===== src/rtl/jtag_tap_ctrl.sv =====
// IEEE 1149.1-style TAP controller with a 2-bit IR and three DR chains.
// The chains are boundary scan, internal scan and a 1-bit bypass register.
module jtag_tap_ctrl (
  input  logic       TCLK,
  input  logic       TRST,
  input  logic       TMS,
  input  logic       TDI,
  input  logic       TDO_BSR,
  input  logic       TDO_ISR,
  output logic [1:0] inst,
  output logic       clockdr_bs,
  output logic       shiftdr_bs,
  output logic       updatedr_bs,
  output logic       clockdr_is,
  output logic       shiftdr_is,
  output logic       updatedr_is,
  output logic       TDO,
  output logic [3:0] tap_state
);

  typedef enum logic [3:0] {
    TLR    = 4'hF, RTI    = 4'hC,
    SEL_DR = 4'h7, CAP_DR = 4'h6, SH_DR  = 4'h2, EX1_DR = 4'h1,
    PAU_DR = 4'h3, EX2_DR = 4'h0, UPD_DR = 4'h5,
    SEL_IR = 4'h4, CAP_IR = 4'hE, SH_IR  = 4'hA, EX1_IR = 4'h9,
    PAU_IR = 4'hB, EX2_IR = 4'h8, UPD_IR = 4'hD
  } tap_state_e;

  tap_state_e state_q, state_d;
  logic [1:0] inst_q, inst_d;
  logic [1:0] ir_q, ir_d;
  logic       byp_q, byp_d;
  logic       sel_bsr, sel_isr, sel_byp;

  always_ff @(posedge TCLK) begin
    if (TRST) begin
      state_q <= TLR;
      inst_q  <= 2'b01;
      ir_q    <= 2'b01;
      byp_q   <= 1'b0;
    end else begin
      state_q <= state_d;
      inst_q  <= inst_d;
      ir_q    <= ir_d;
      byp_q   <= byp_d;
    end
  end

  always_comb begin
    state_d = state_q;
    case (state_q)
      TLR:     state_d = TMS ? TLR    : RTI;
      RTI:     state_d = TMS ? SEL_DR : RTI;
      SEL_DR:  state_d = TMS ? SEL_IR : CAP_DR;
      CAP_DR:  state_d = TMS ? EX1_DR : SH_DR;
      SH_DR:   state_d = TMS ? EX1_DR : SH_DR;
      EX1_DR:  state_d = TMS ? UPD_DR : PAU_DR;
      PAU_DR:  state_d = TMS ? EX2_DR : PAU_DR;
      EX2_DR:  state_d = TMS ? UPD_DR : SH_DR;
      UPD_DR:  state_d = TMS ? SEL_DR : RTI;
      SEL_IR:  state_d = TMS ? TLR    : CAP_IR;
      CAP_IR:  state_d = TMS ? EX1_IR : SH_IR;
      SH_IR:   state_d = TMS ? EX1_IR : SH_IR;
      EX1_IR:  state_d = TMS ? UPD_IR : PAU_IR;
      PAU_IR:  state_d = TMS ? EX2_IR : PAU_IR;
      EX2_IR:  state_d = TMS ? UPD_IR : SH_IR;
      UPD_IR:  state_d = TMS ? SEL_DR : RTI;
      default: state_d = TLR;
    endcase
  end

  // The chain select comes from the registered inst, so an IR update steers from the next cycle.
  assign sel_isr = (inst_q == 2'b10);
  assign sel_byp = (inst_q == 2'b01);
  assign sel_bsr = !sel_isr && !sel_byp;

  always_comb begin
    inst_d = inst_q;
    ir_d   = ir_q;
    byp_d  = byp_q;
    case (state_q)
      CAP_IR:  ir_d   = 2'b01;
      SH_IR:   ir_d   = {TDI, ir_q[1]};
      UPD_IR:  inst_d = ir_q;
      CAP_DR:  if (sel_byp) byp_d = 1'b0;
      SH_DR:   if (sel_byp) byp_d = TDI;
      default: ;
    endcase
    // Loading the defaults on entry keeps inst at BYPASS for every cycle spent in TLR.
    if (state_d == TLR) begin
      inst_d = 2'b01;
      ir_d   = 2'b01;
      byp_d  = 1'b0;
    end
  end

  assign clockdr_bs  = sel_bsr && ((state_q == CAP_DR) || (state_q == SH_DR));
  assign shiftdr_bs  = sel_bsr && (state_q == SH_DR);
  assign updatedr_bs = sel_bsr && (state_q == UPD_DR);
  assign clockdr_is  = sel_isr && ((state_q == CAP_DR) || (state_q == SH_DR));
  assign shiftdr_is  = sel_isr && (state_q == SH_DR);
  assign updatedr_is = sel_isr && (state_q == UPD_DR);

  always_comb begin
    TDO = 1'b0;
    if (state_q == SH_IR) begin
      TDO = ir_q[0];
    end else if (state_q == SH_DR) begin
      if (sel_isr)      TDO = TDO_ISR;
      else if (sel_byp) TDO = byp_q;
      else              TDO = TDO_BSR;
    end
  end

  assign inst      = inst_q;
  assign tap_state = state_q;

endmodule


===== config.mk =====
export PLATFORM = sky130hd
export DESIGN_NAME = jtag_tap_ctrl
export DESIGN_NICKNAME = d
export VERILOG_FILES = /design/src/rtl/jtag_tap_ctrl.sv
export SDC_FILE = /design/constraint.sdc
export NUM_CORES = 1
export LEC_CHECK = 0
export ABC_AREA = 1
export CORE_MARGIN = 3
export CORE_UTILIZATION = 45
export CTS_CLUSTER_DIAMETER = 50
export DETAILED_ROUTE_END_ITERATION = 10
export PLACE_DENSITY = 0.88
export SLEW_MARGIN = 15
export SYNTH_ARGS = -nofsm -noshare
export SYNTH_HDL_FRONTEND = slang
export SYNTH_SLANG_ARGS = --single-unit

===== constraint.sdc =====
create_clock -name TCLK -period 1.95 [get_ports TCLK]
set_clock_uncertainty 0.2 [all_clocks]
set_input_delay 0.195 -clock TCLK [delete_from_list [all_inputs] [get_ports TCLK]]
set_output_delay 0.195 -clock TCLK [all_outputs]
set_load 0.1 [all_outputs]

==> flow_summary.toml <==
[outcome]
status = "finished, final reports clean"

[worst_hold_path]
hold_path_class = "flop to flop"
min_to = "ir_q[0]"
hold_depth = 2
worstHoldStart = "ir_q[0]"

[drt]
met3_length_um = 64
drt_iter0_markers = 15
vias_per_cell = 5.02
drc = 0
m1WireLength_um = 697
routed_wl_um = 1560
ant_nets = 0
first_pass_iters = 4
wl_per_cell_um = 11.0
vias = 713
route.met2.wl_um = 777
dr.max_layer_used = "met4"

[setup_path]
r2r-end = "ir_q[1]"
crit_required_ps = 1550
worstReg2RegStart = "tap_state[0]"
crit_type = "flop to primary output"
crit_path_start_kind = "flop"
rrSetupSlack_ps = 420
arrival_ps = 1480
cp_max_fo = 4
cp-end-kind = "primary output"
ff2ff_path_depth = 11

[layout]
finalNonFillerCells = 142
insertedDiodeCount = 0
fin_util_pct = 79.3
syn_to_final_growth_pct = 61.8
nets = 136
layout-drive-gt1-share_pct = 39.4

[logic_synthesis]
netlist_instances = 105
synth_area_leader_cell = "dfxtp_1"
yosysWarnings = 0
ys_top_cells_by_area = "dfxtp_1 28%, nand2_1 16%, inv_1 9.3%"
ys_seq_area_share_pct = 27.9
syn_nets = 113
yosysTopAreaCellShare_pct = 27.9
ys_ff_latch = 9
synthesis.area_sq_um = 646
avgSynthCellArea_sq_um = 6.15
synth.distinct_cells = 17

[cts]
worstSkewPairLatency_ps = 250
cts_inserted_buffers = 3
cts.sinks = 9
cts_resized = 0
path_clk_slew_ps = 60
cts_htree_levels = 1
postCtsHoldBufs = 0
clockBufferDepth = 2
cts_root_buf = "clkbuf_4"
cts_setup_buffers = 0
cts_tree = "yes"

[sta]
max_slew_margin_pct = 81.3
hold_viol_final = 0
period_needed_ps = 1870
finalCritPeriodShare_pct = 96.1
rsz0062_at_grt = "no"
slew_violations = 0
fmax_ghz = 0.534
finalSetupViolations = 0
worst_slew_pin_slew_ps = 273
setup_ws_ps = 75.7
finalSetupTns_ps = 0

[floorplan]
die-area_sq_um = 1930
io-pin-count = 19
rows = 13
die_x_um = 43.9
coreArea_sq_um = 1320
start_util_pct = 49.0
die_y_um = 43.9

[power]
power.density_nw_per_um2 = 1490
peakVddDrop_mv = 1.37
leakagePower_uw = 0.000475

[place]
dpl.hpwl_um = 1330
place_ws_ps = 130
numPortBuffers = 18
dp.cells = 138
routabilityCongestion = 0.902

[grt]
grt_pass1_vias = 624
antenna_found_initial = 0
grt_util_all_layers_pct = 18.0
grt-ovfl-total = 0
grt_max_degree = 9
grt_pass1_wl_um = 2650

[job]
drv_cap = 0
[where the power goes]
group | internal (uW) | switching, uW | leakage [uW] | total [uW]
logic | 313 | 739 | 0.000385 | 1050
registers | 265 | 104 | 0.0000747 | 369
clock network | 78.4 | 57.6 | 0.0000150 | 136
total | 656 | 901 | 0.000475 | 1560
[synth_stat cells (all sizes together)]
library cell / instances
nand2: 34
dfxtp: 9
o32ai: 1
o21ai: 7
mux2i: 1
nand3: 12
ha: 2
nor2: 16
a21oi: 2
clkinv: 1
inv: 20
[area by class of cell]
class | count | area, sq um
clock buffers | 4 | 26.3
fillers | 91 | 273
inverters | 21 | 78.8
multi-input cells | 75 | 460
flip-flops and latches | 9 | 200
well taps | 15 | 18.8
repair buffers | 18 | 260
[worst max-delay path by stage]
stage	start	end	slack (ps)
floorplan	inst[1]	TDO	-40
global placement	TMS	inst[1]	150
detailed placement	TMS	ir_q[1]	130
CTS	inst[1]	TDO	70
global route	inst[1]	TDO	10
finish	inst[1]	TDO	80
[layout by cell type, fill, tap and decap left out]
cell / count
dfxtp_2: 1
dfxtp_4: 5
nand3_4: 1
a21oi_1: 2
o21ai_0: 5
nor2_1: 6
nand3_2: 2
nor2_2: 3
clkbuf_1: 1
mux2i_1: 1
inv_1: 14
o21ai_4: 1
nand2_2: 7
nand3_1: 9
buf_12: 9
inv_2: 6
dfxtp_1: 3
clkinv_1: 1
buf_4: 4
ha_1: 1
clkbuf_4: 3
nor2_4: 7
o32ai_1: 1
clkdlybuf4s50_1: 5
nand2_1: 27
ha_4: 1
o21ai_1: 1
[logic make-up (layout without fill, tap and decap cells)]
kind of cell | Yosys count | after routing | share of synthesized area, %
simple gates | 62 | 62 | 46.1
buf+inv | 21 | 43 | 12.2
compound gates | 10 | 10 | 8.33
flops | 9 | 9 | 27.9
fa+ha+maj | 2 | 2 | 3.88
mux | 1 | 1 | 1.55
[metal layers]
layer / vias up / track usage [%]
met2: 21 / 28.2
met4: 0 / 8.43
li1: 367 / -
met5: - / 0
met1: 323 / 24.1
met3: 2 / 2.49
[through the flow]
step                cell area (sq um)  total power (uW)  hold WS [ps]
detailed placement               1020              1430           314
floorplan                         739              1160           162
finish                           1040              1560           331
global route                     1040              1660           356
CTS                              1040              1570           328
global placement                 1020              1410           296
[critical path, stage by stage, from the launching register on]
cell and delay, ps:
dfxtp_4 370, inv_2 50, ha_4 140, inv_2 50
nand2_1 40, o21ai_1 70, mux2i_1 130, o21ai_4 180
buf_12 190
[flip-flops by register name, indices dropped and copies added (netlist names)]
signal	count
tap_state	4
ir_q	2
byp_q	1
inst	2
Note: power is estimated with default switching activity, not from simulation.
